===== config.mk =====
export PLATFORM = sky130hd
export DESIGN_NAME = iter_mult_div
export DESIGN_NICKNAME = d
export VERILOG_FILES = /design/src/rtl/iter_mult_div.sv
export SDC_FILE = /design/constraint.sdc
export NUM_CORES = 1
export LEC_CHECK = 0
export BUFFER_PORTS_ARGS = -buffer_cell sky130_fd_sc_hd__buf_2
export CORE_ASPECT_RATIO = 0.7
export CORE_MARGIN = 3
export CORE_UTILIZATION = 55
export CTS_BUF_LIST = sky130_fd_sc_hd__clkbuf_2 sky130_fd_sc_hd__clkbuf_4 sky130_fd_sc_hd__clkbuf_8
export DETAILED_ROUTE_END_ITERATION = 6
export PLACE_DENSITY_LB_ADDON = 0.3
export SYNTH_ARGS = -nofsm -noshare
export SYNTH_HDL_FRONTEND = slang
export SYNTH_SLANG_ARGS = --single-unit

===== constraint.sdc =====
create_clock -name clk -period 3.8 [get_ports clk]
set_input_delay 0.38 -clock clk [delete_from_list [all_inputs] [get_ports clk]]
set_output_delay 0.38 -clock clk [all_outputs]
set_load 0.1 [all_outputs]

===== src/rtl/iter_mult_div.sv =====
// Multi-cycle multiply/divide unit with HI/LO registers: radix-2 shift-add multiply,
// restoring divide, one bit per clock, start/busy/done handshake.
module iter_mult_div #(
  parameter int WIDTH = 32
) (
  input  logic             clk,
  input  logic             rst,
  input  logic             start,
  input  logic [1:0]       op,
  input  logic [WIDTH-1:0] a,
  input  logic [WIDTH-1:0] b,
  input  logic             hi_wen,
  input  logic             lo_wen,
  input  logic [WIDTH-1:0] wdata,
  output logic             busy,
  output logic             done,
  output logic             div_by_zero,
  output logic [WIDTH-1:0] hi,
  output logic [WIDTH-1:0] lo
);

  localparam int CNT_W = $clog2(WIDTH) + 1;
  localparam logic [CNT_W-1:0] LAST_ITER = CNT_W'(WIDTH - 1);

  localparam logic [1:0] S_IDLE = 2'd0;
  localparam logic [1:0] S_CALC = 2'd1;
  localparam logic [1:0] S_FIN  = 2'd2;

  logic [1:0]         state;
  logic [CNT_W-1:0]   cnt;
  logic               done_r;
  logic               dbz_r;
  logic [WIDTH-1:0]   hi_r;
  logic [WIDTH-1:0]   lo_r;

  // Datapath: acc holds {upper, multiplier} for multiply, {remainder, dividend/quotient} for divide
  logic [2*WIDTH-1:0] acc;
  logic [WIDTH-1:0]   opnd;
  logic               is_div;
  logic               neg_res;
  logic               neg_rem;
  logic               dbz;

  logic               is_signed;
  logic               a_neg;
  logic               b_neg;
  logic               b_zero;
  logic [WIDTH-1:0]   abs_a;
  logic [WIDTH-1:0]   abs_b;
  logic [WIDTH:0]     mul_sum;
  logic [WIDTH:0]     div_shift;
  logic [WIDTH+1:0]   div_diff;
  logic [2*WIDTH-1:0] acc_step;

  function automatic logic [WIDTH-1:0] neg_w(input logic [WIDTH-1:0] v);
    return ~v + WIDTH'(1);
  endfunction

  function automatic logic [2*WIDTH-1:0] neg_2w(input logic [2*WIDTH-1:0] v);
    return ~v + (2*WIDTH)'(1);
  endfunction

  function automatic logic [WIDTH-1:0] abs_w(input logic signed [WIDTH-1:0] v,
                                             input logic sgn);
    return (sgn && v[WIDTH-1]) ? neg_w(v) : v;
  endfunction

  always_comb begin
    is_signed = ~op[0];
    a_neg     = is_signed & a[WIDTH-1];
    b_neg     = is_signed & b[WIDTH-1];
    b_zero    = (b == '0);
    abs_a     = abs_w(a, is_signed);
    abs_b     = abs_w(b, is_signed);
  end

  // One iteration: add-then-shift for multiply, shift-then-trial-subtract for divide
  always_comb begin
    mul_sum   = {1'b0, acc[2*WIDTH-1:WIDTH]} + {1'b0, opnd & {WIDTH{acc[0]}}};
    div_shift = {acc[2*WIDTH-1:WIDTH], acc[WIDTH-1]};
    div_diff  = {1'b0, div_shift} - {2'b00, opnd};
    if (is_div) begin
      if (div_diff[WIDTH+1])
        acc_step = {div_shift[WIDTH-1:0], acc[WIDTH-2:0], 1'b0};
      else
        acc_step = {div_diff[WIDTH-1:0], acc[WIDTH-2:0], 1'b1};
    end else begin
      acc_step = {mul_sum, acc[WIDTH-1:1]};
    end
  end

  // Operand capture at the start edge, then one step per CALC edge
  always_ff @(posedge clk) begin
    if (state == S_IDLE && start) begin
      is_div  <= op[1];
      neg_res <= a_neg ^ b_neg;
      neg_rem <= a_neg;
      dbz     <= op[1] & b_zero;
      opnd    <= op[1] ? abs_b : abs_a;
      if (op[1] && b_zero)
        acc <= {a, {WIDTH{1'b1}}};
      else if (op[1])
        acc <= {{WIDTH{1'b0}}, abs_a};
      else
        acc <= {{WIDTH{1'b0}}, abs_b};
    end else if (state == S_CALC) begin
      acc <= acc_step;
    end
  end

  // Control, HI/LO writeback and MTHI/MTLO
  always_ff @(posedge clk) begin
    if (rst) begin
      state  <= S_IDLE;
      cnt    <= '0;
      done_r <= 1'b0;
      dbz_r  <= 1'b0;
      hi_r   <= '0;
      lo_r   <= '0;
    end else begin
      done_r <= 1'b0;
      dbz_r  <= 1'b0;
      case (state)
        S_IDLE: begin
          if (start) begin
            state <= (op[1] && b_zero) ? S_FIN : S_CALC;
            cnt   <= '0;
          end else begin
            if (hi_wen) hi_r <= wdata;
            if (lo_wen) lo_r <= wdata;
          end
        end
        S_CALC: begin
          cnt <= cnt + CNT_W'(1);
          if (cnt == LAST_ITER) state <= S_FIN;
        end
        S_FIN: begin
          state  <= S_IDLE;
          done_r <= 1'b1;
          dbz_r  <= dbz;
          if (dbz) begin
            {hi_r, lo_r} <= acc;
          end else if (is_div) begin
            hi_r <= neg_rem ? neg_w(acc[2*WIDTH-1:WIDTH]) : acc[2*WIDTH-1:WIDTH];
            lo_r <= neg_res ? neg_w(acc[WIDTH-1:0]) : acc[WIDTH-1:0];
          end else begin
            {hi_r, lo_r} <= neg_res ? neg_2w(acc) : acc;
          end
        end
        default: state <= S_IDLE;
      endcase
    end
  end

  assign busy        = (state != S_IDLE);
  assign done        = done_r;
  assign div_by_zero = dbz_r;
  assign hi          = hi_r;
  assign lo          = lo_r;

endmodule


-- Word-level counts from Yosys, hierarchy flattened
Index checks and enable logic that the tools add are counted.
- bits in registers: 174
- input bits: 103
- output and inout bits: 67
- logic and storage cells: 84
- add/subtract/negate cells: 8
- equal/unequal tests: 8
- multiplexer cells: 29
- bitwise logic cells: 12
- reduce and logical (&&, ||, !) cells: 15
- operator list (kind ; count):
    32-bit 2-to-1 mux ; 14
    64-bit 2-to-1 mux ; 6
    32-bit by 1-bit adder with 32-bit output (second input constant) ; 4
    32-bit NOT ; 4
    32-bit case mux with 2 select lines ; 2
    64-bit by 1-bit adder with 64-bit output (second input constant) ; 1
    64-bit NOT ; 1
    33-bit by 32-bit subtractor with 34-bit output ; 1
    32-bit by 32-bit adder with 33-bit output ; 1
    32-bit AND ; 1
    32-bit zero test ; 1
    6-bit case mux with 2 select lines ; 1
    2-bit != test (second input constant) ; 4
    2-bit nonzero test ; 4
    6-bit by 1-bit adder with 6-bit output (second input constant) ; 1
    6-bit by 5-bit equality test with 1-bit output (second input constant) ; 1
    2-bit 2-to-1 mux ; 3
    6-bit 2-to-1 mux ; 1
    3-bit AND reduction ; 2
    1-bit logical AND ; 4
    2-bit case mux with 2 select lines ; 1
    2-bit AND reduction ; 2
    1-bit AND ; 3
    2-bit by 1-bit equality test with 1-bit output (second input constant) ; 1
    7 further kinds ; 8

-- Logic depth before layout (Yosys ltp)
Gate-level depths: netlist of run 1.
- depth after elaboration: 6
- mapped depth: 14
- mapped depth without buffers: 12

-- Worst setup path before layout of run 1
Ideal clock, no wire load.
- path type: reg2reg
- start point: register acc[0]
- end point: register acc[61], data pin
- library setup time: 0.259 ns
- arrival time: 3.249 ns
- data required time: 3.541 ns
- path slack: 0.292 ns
- cell stages (with the launch flop): 12
- buffers on the path: 1
- period minus slack after synthesis: 3.508 ns
- cells stage by stage: edfxtp_1 -> clkinv_1 -> clkbuf_1 -> nor2_1 -> ha_1 -> a211o_1 -> o32a_1 -> o311a_1 -> a32oi_1 -> nor4_1 -> a221o_1 -> a211o_1
- word-level cells in the longest chain between the ends: 5
- RTL lines (what ; line ; source):
    from (decl) ; 37 ; logic [2*WIDTH-1:0] acc;
    from (signal assigned) ; 101 ; acc <= {a, {WIDTH{1'b1}}};
    from (signal assigned) ; 103 ; acc <= {{WIDTH{1'b0}}, abs_a};
    from (signal assigned) ; 105 ; acc <= {{WIDTH{1'b0}}, abs_b};
    32-bit AND ; 79 ; mul_sum = {1'b0, acc[2*WIDTH-1:WIDTH]} + {1'b0, opnd & {WIDTH{acc[0]}}};
    32-bit by 32-bit adder with 33-bit output ; 79 ;
    64-bit 2-to-1 mux ; 82 ; if (is_div) begin
    64-bit 2-to-1 mux ; 106 ; end else if (state == S_CALC) begin
    64-bit 2-to-1 mux ; 94 ; if (state == S_IDLE && start) begin
Every way passes these cells. The select of a mux whose other input is x is not followed.
A chain may end at the register's enable or synchronous reset.

-- Worst setup path after layout of run 1
- start point: register acc[0]
- end point: register acc[60], data pin
Same word-level chain as after synthesis.

==> results.md, run 1 <==
* GPL Wtd Cong at between 1 and 1.5
* First-pass GRT wire length at 80500 um
* Post-CTS setup buffers at 0
* Die Ht at ~140 um
* Post-synth top area share at between 20% and 30%
* Synth warn at 0
* Congestion Overflow GR at 0
* Final Hold Fails at 0
* Clock root cell: clkbuf_8
* Tcrit/Tclk final at between 90% and 100%
* Switching power at ~4.2 mW
* Starting density of the core at about 57%
* Synth Flop Type: edfxtp_1
* Class of the worst hold path: in2reg
* Cells traversed along the worst timing path: clkinv_1 > buf_4 > nor2_1 > ha_1 > a21o_1 > a21o_1 > a211oi_1 > o21ai_0 > a21oi_1 > buf_4 > a21oi_1 > xor2_1 > o21ai_0 > a22oi_1
* TritonCTS buffer count at 17
* Hold_buf cts at 0
* Ports at 170
* Non-filler cells, final at ~2300
* Critical-path top delay cell: edfxtp_1
* Synth async-reset ratio at 0%
* DPL Wire Length at between 40000 and 50000 um
* Relative max-transition margin at 23.9%
* Die ar. at 28800 um^2
* Bufs on Longest Clock Path at 2
* Crit path time final at around 3.7 ns
* Post-synth EDFFs at 100
* Sequential power share at 28.8%
* Endpoint type of the worst setup path: flop
* Highest clock rate at approximately 270 MHz
* Sink Count at 174
* Setup TNS at 0 ns
* Layout area overhead at 13.3%
* Vias at about 15000
* Maximum vdd ir drop at roughly 290 uV
* CTS tree: yes
* Placed cells at about 2300
* Core Area at 26000 um^2
* Syn Inst Count at between 1500 and 2000
* DR vias/cell at ~6.5
* NumNets Final at roughly 2100
* Combinational share of power at between 50% and 60%
* Pin count of the biggest net entering global routing at between 70 and 80
* Final WL at 54300 um
* Status: complete, no violations
* Synth unique cells at 85
* Post-route cell area at approximately 17000 um^2
* PortBufs at ~170
* Synthesized area per cell at around 8.4 um^2
* DRT iter0 DRCs at 1983
* Max Cap Viol at 0
* Post-synthesis net count at 1925
* Slew Viols, Final at 0
* Clock power share at between 10 and 15%
* Placed Area at ~16000 um^2
* Die W at roughly 200 um
* Clk_lat worst skew at roughly 0.52 ns
* Antenna diode count at 0
* H-tree depth at 4
* Clk pin slew, worst setup/hold paths at around 0.11 ns
* Total leakage power at roughly 7.1 nW
* Vias in the first global route at between 10000 and 15000
* Max Clock Skew at between 0.02 and 0.025 ns
* Flops & latches, synth at about 170
* Net Sw Frac at approximately 47%
* # setup viols final at 0
* Register area share after synthesis at 30.5%
* Remaining DRCs at 0
* CP arrival at about 4.0 ns
* Rows at a little under 50
* Total Routing Usage GR at around 37%
* Critical-path maximum fanout at 17
* Cell area power density at 543 nW/um^2
* Drt first pass iters at 6
* Layout cells sized above 1 at ~17%
* RSZ-0062 raised after global routing: no
* Worst path required time at a little over 4 ns
* Int Power at between 4 and 5 mW
* Wirelength per Cell at ~24 um
* Cell Area, Synth at ~15000 um^2
* Crit Path Class: reg2reg
* Crit start category: flop
* Initial antenna violation count at 0
* CP peak stage delay at roughly 0.44 ns
* Post-DRT Antenna Nets at 0
* Worst slew pin tran at 1.14 ns
* Synth top area cells: edfxtp_1 (20%), dfxtp_1 (10%), mux2i_1 (6.7%)
* Most area-hungry cell type in the Yosys netlist: edfxtp_1
## placed cells by master (no fill, tap or decap), types with 6 or more instances in the layout
cell and count:
nor2_1 231, buf_2 168, a21oi_1 147, o21ai_0 105, nand2_1 100, edfxtp_1 100
mux2i_1 99, xnor2_1 93, buf_4 85, xor2_1 76, dfxtp_1 74, ha_1 69
inv_1 62, a211oi_1 61, nor3_1 45, a22oi_1 36, a21o_1 27, mux2_2 22
nand3_1 21, o31ai_1 21, a31oi_1 21, nor2b_1 18, clkbuf_8 18, or3_1 17
nor4_1 16, nand2b_1 15, and3_1 15, a2111oi_0 14, a221o_1 9, or4_1 8
o211ai_1 8, nand4_1 8, and2_1 7, o41ai_1 7, o22ai_1 7, or2_2 6
o21a_1 6
## final timing paths
kind / startpoint / endpoint / slack [ns] / depth (start not counted)
worst max-delay path: acc[0] / acc[60] / 0.08 / 14
worst min-delay path: wdata[12] / hi[12] / 0.16 / 3
worst max register to register: acc[0] / acc[60] / 0.08 / 14
worst min register to register: hi[13] / hi[13] / 0.49 / 2
## power groups by stage
stage | registers (mW) | clock network (mW) | logic [mW]
3_3_place_gp | 2.63 | 0 | 4.91
4_1_cts | 2.60 | 1.32 | 4.97
2_1_floorplan | 2.93 | 0 | 3.11
5_1_grt | 2.63 | 1.39 | 5.50
3_5_place_dp | 2.64 | 0 | 4.94
6_report | 2.61 | 1.32 | 5.13
## per-layer routing
layer	share of wire, %	GRT usage, %
met5	0	0
met4	2.6	10.9
met3	14	13.3
met2	40	50.2
met1	44	53.8
## worst max-delay path, delay by kind of cell, from the launching register on
kind / cells / cell delay, ns
buffers and inverters: 3 / 0.61
AOI/OAI and AO/OA: 8 / 1.81
adders and majority gates: 1 / 0.36
xor gates and xnor gates: 1 / 0.15
DFF: 1 / 0.44
and+or+nand+nor: 1 / 0.09
## area by class of cell
type / instances / area [um^2]
multi-input combinational: 1420 / 9600
fill: 2323 / 9320
sequential: 174 / 4480
timing repair buffer: 255 / 1520
tap: 357 / 447
clock buffer: 19 / 255
inverter: 66 / 248
clock inverter: 13 / 123
## Yosys cell counts, types with 4 or more instances
master and count:
nor2b_1 19, o21a_1 6, o21ai_0 106, mux2i_1 99, clkbuf_1 63, a211oi_1 61, o221ai_1 5, nand3_1 21
a31oi_1 21, ha_1 69, a311oi_1 5, nor3_1 45, and3_1 15, o21bai_1 4, a32oi_1 4, xnor2_1 93
o22ai_1 7, mux2_2 22, nand2_1 100, o211ai_1 8, or4_1 8, or2_2 6, o41ai_1 7, o31ai_1 21
a21oi_1 147, a221oi_1 5, or3_1 17, a221o_1 9, nor2_1 232, edfxtp_1 100, a2111oi_0 14, nand4_1 8
a22oi_1 36, buf_4 6, nand2b_1 16, buf_1 11, and2_1 8, buf_2 7, a21o_1 27, xor2_1 76
inv_1 63, dfxtp_1 74, nor4_1 16
## kinds of logic (layout without fill, tap and decap cells)
| group | count (synthesis) | count (layout) | share of synthesized area (%) |
|---|---|---|---|
| and+or+nand+nor | 532 | 532 | 17.1 |
| adders and majority gates | 71 | 71 | 6.14 |
| xor gates and xnor gates | 169 | 169 | 10.1 |
| muxes | 121 | 121 | 8.41 |
| buffers and inverters | 157 | 353 | 4.39 |
| AOI/OAI and AO/OA | 527 | 527 | 23.4 |
| DFF | 174 | 174 | 30.5 |
## timing repair
item,CTS,global route
hold endpoints to repair,0,0
setup endpoints to repair,0,2
gates resized for setup,0,1
## sequential cells by signal (all words and copies together) (netlist names)
register     count
acc             64
hi              32
lo              32
opnd            32
cnt              6
state            2
dbz              1
div_by_zero      1
done             1
is_div           1
neg_rem          1
neg_res          1
## stage by stage
step                worst slack (ns)  hold WS (ns)  power, mW  util [%]
detailed placement             0.135         0.471       7.58      62.7
global placement               0.220         0.461       7.53      62.7
floorplan                      0.292         0.479       6.03         -
global route                  0.0102         0.120       9.53      64.1
CTS                            0.114         0.127       8.89      64.1
finish                        0.0817         0.155       9.05      64.1
Power figures use the tool's default switching activity.
==> run 2, diff against run 1 <==
--- a/config.mk
+++ b/config.mk
@@ -9,7 +9,6 @@
 export CORE_ASPECT_RATIO = 0.7
 export CORE_MARGIN = 3
 export CORE_UTILIZATION = 55
-export CTS_BUF_LIST = sky130_fd_sc_hd__clkbuf_2 sky130_fd_sc_hd__clkbuf_4 sky130_fd_sc_hd__clkbuf_8
 export DETAILED_ROUTE_END_ITERATION = 6
 export PLACE_DENSITY_LB_ADDON = 0.3
 export SYNTH_ARGS = -nofsm -noshare
==> run 2 against run 1 <==
Non-clock buffer count did not move. Die area did not move. Count of clock-buffer cells in the layout did not move. Worst hold slack improved by 0.059 ns. Setup slack got worse by 0.0088 ns. Cell area rose by 1.1%. Critical path type unchanged. Critical endpoint is now acc[61]. Largest cell class unchanged. Highest routed layer is now met5.
==> results.md, run 2 (synthesized netlist as in run 1, its figures left out) <==
* Total leakage power at 7.14 nW (+1.2%)
* Int Power at 5.18 mW (+7.9%)
* Tcrit/Tclk final at 98.1% (+0.23 points)
* Bufs on Longest Clock Path at 2 (unchanged)
* Die ar. at 28800 um^2 (unchanged)
* Crit start category: flop
* Congestion Overflow GR at 0 (unchanged)
* Max reg flops at 64 (unchanged)
* Slew Viols, Final at 0 (unchanged)
* Reg-to-Reg Start: acc[0]
* RSZ-0062 raised after global routing: no
* Worst setup margin at 0.0729 ns (-0.00884 ns)
* First-pass GRT wire length at 81100 um (+0.69%)
* Rows at 49 (unchanged)
* DR vias/cell at 6.50 (-0.16%)
* Clock root cell: clkbuf_16
* Endpoint type of the worst setup path: flop
* GR peak layer: met1
* NumNets Final at 2108 (unchanged)
* Post-DRT Antenna Nets at 0 (unchanged)
* Worst slew pin tran at 1.12 ns (-0.0197 ns)
* GPL Wtd Cong at 1.04 (unchanged)
* Clock power share at 18.5% (+3.9 points)
* Clk pin slew, worst setup/hold paths at 0.08 ns (-0.03 ns)
* Wirelength per Cell at 23.8 um (+0.96%)
* # setup viols final at 0 (unchanged)
* CP startpoint: acc[0]
* Ports at 170 (unchanged)
* Max Clock Skew at 0.0156 ns (-0.00919 ns)
* Met3 GRT Util at 12.4% (-0.89 points)
* Top reg by flops: acc
* Most common cell after layout, fill and taps aside: nor2_1
* Final WL at 54800 um (+0.96%)
* Combinational share of power at 54.1% (-2.6 points)
* Placed Area at 16300 um^2 (unchanged)
* Core Area at 26000 um^2 (unchanged)
* Relative max-transition margin at 25.2% (+1.3 points)
* Met2 global-route usage at 50.6% (+0.38 points)
* Cell area power density at 564 nW/um^2 (+3.8%)
* Vias in the first global route at 13588 (+0.70%)
* Crit path time final at 3.73 ns (+0.00884 ns)
* Pin count of the biggest net entering global routing at 76 (unchanged)
* Maximum vdd ir drop at 333 uV (+16%)
* Final Hold Slack at 0.214 ns (+0.0587 ns)
* DRT iter0 DRCs at 2025 (+2.1%)
* Worst path required time at 4.00 ns (-0.06 ns)
* H-tree depth at 4 (unchanged)
* Most frequent cells in the layout: nor2_1 (231), buf_2 (168), a21oi_1 (146)
* Hold path start: wdata[12]
* Cts repair resizes at 0 (unchanged)
* Drt first pass iters at 7 (+1)
* Clk_lat worst skew at 0.46 ns (-0.06 ns)
* PortBufs at 169 (unchanged)
* Switching power at 4.32 mW (+1.8%)
* DPL Wire Length at 43200 um (unchanged)
* Status: complete, no violations
* Total Routing Usage GR at 36.8% (+0.16 points)
* Setup TNS at 0 ns (unchanged)
* Sequential power share at 27.4% (-1.4 points)
* Antenna diode count at 0 (unchanged)
* CTS tree: yes
* TritonCTS buffer count at 17 (unchanged)
* Sink Count at 174 (unchanged)
* Post-route cell area at 16900 um^2 (+1.1%)
* Die Ht at 143 um (unchanged)
* Hold_buf cts at 0 (unchanged)
* Vias at 14974 (-0.16%)
* Highest clock rate at 268 MHz (-0.24%)
* Remaining DRCs at 0 (unchanged)
* Critical-path maximum fanout at 7 (-10)
* Initial antenna violation count at 2 (+2)
* CP arrival at 3.93 ns (-0.05 ns)
* Post-Place Worst Slack at 0.135 ns (unchanged)
* Die W at 202 um (unchanged)
* Layout cells sized above 1 at 17.5% (unchanged)
* Post-CTS setup buffers at 0 (unchanged)
* Max Cap Viol at 0 (unchanged)
* Class of the worst hold path: in2reg
* Met1 Use GR at 54.1% (+0.33 points)
* Layout area overhead at 14.6%
* Crit Path Class: reg2reg
* Net Sw Frac at 45.5% (-1.5 points)
* Starting density of the core at 56.6% (unchanged)
* Final Hold Fails at 0 (unchanged)
-- run 2: cell counts in the layout (fill, tap and decap cells not counted) --
No cell type changed its count.
-- run 2: worst paths after layout --
check,cells past startpoint,end,slack [ns]
worst max register to register,12,acc[61],0.07
worst max-delay path,12,acc[61],0.07
worst min-delay path,3,hi[12],0.21
worst min register to register,2,hi[13],0.48
-- run 2: stage by stage --
stage / util [%] / instances / total power [mW]
2_1_floorplan: - / 1751 / 6.03
3_3_place_gp: 62.7 / 2272 / 7.53
3_5_place_dp: 62.7 / 2272 / 7.58
4_1_cts: 64.9 / 2304 / 9.33
5_1_grt: 64.9 / 2304 / 9.97
6_report: 64.9 / 2304 / 9.51
-- run 2: cell type report --
type                            instances  area, um^2
Sequential cell                       174        4480
Tap cell                              357         447
Clock inverter                         13         123
Fill cell                            2302        9130
Inverter                               66         248
Timing Repair Buffer                  255        1520
Clock buffer                           19         443
Multi-Input combinational cell       1420        9600
-- run 2: worst max-delay path: stages (launching register included) --
cell,delay (ns)
edfxtp_1,0.44
and2_1,0.17
ha_1,0.22
fa_1,0.42
a21oi_1,0.24
o21ai_1,0.15
o32a_1,0.37
o311a_1,0.43
a32oi_1,0.22
buf_4,0.18
nor4_1,0.06
a221o_1,0.30
a211o_1,0.27
-- run 2: power groups by stage --
| stage | Clock (mW) | Combinational (mW) | Sequential (mW) |
|---|---|---|---|
| 3_5_place_dp | 0 | 4.94 | 2.64 |
| 2_1_floorplan | 0 | 3.11 | 2.93 |
| 5_1_grt | 1.82 | 5.51 | 2.64 |
| 4_1_cts | 1.75 | 4.98 | 2.60 |
| 3_3_place_gp | 0 | 4.91 | 2.63 |
| 6_report | 1.76 | 5.14 | 2.61 |
-- run 2: routing by layer --
layer / wire [um] / share of wire [%]
met4: 1790 / 3.3
met3: 7720 / 14
met1: 23700 / 43
met5: 12 / 0.022
met2: 21600 / 39
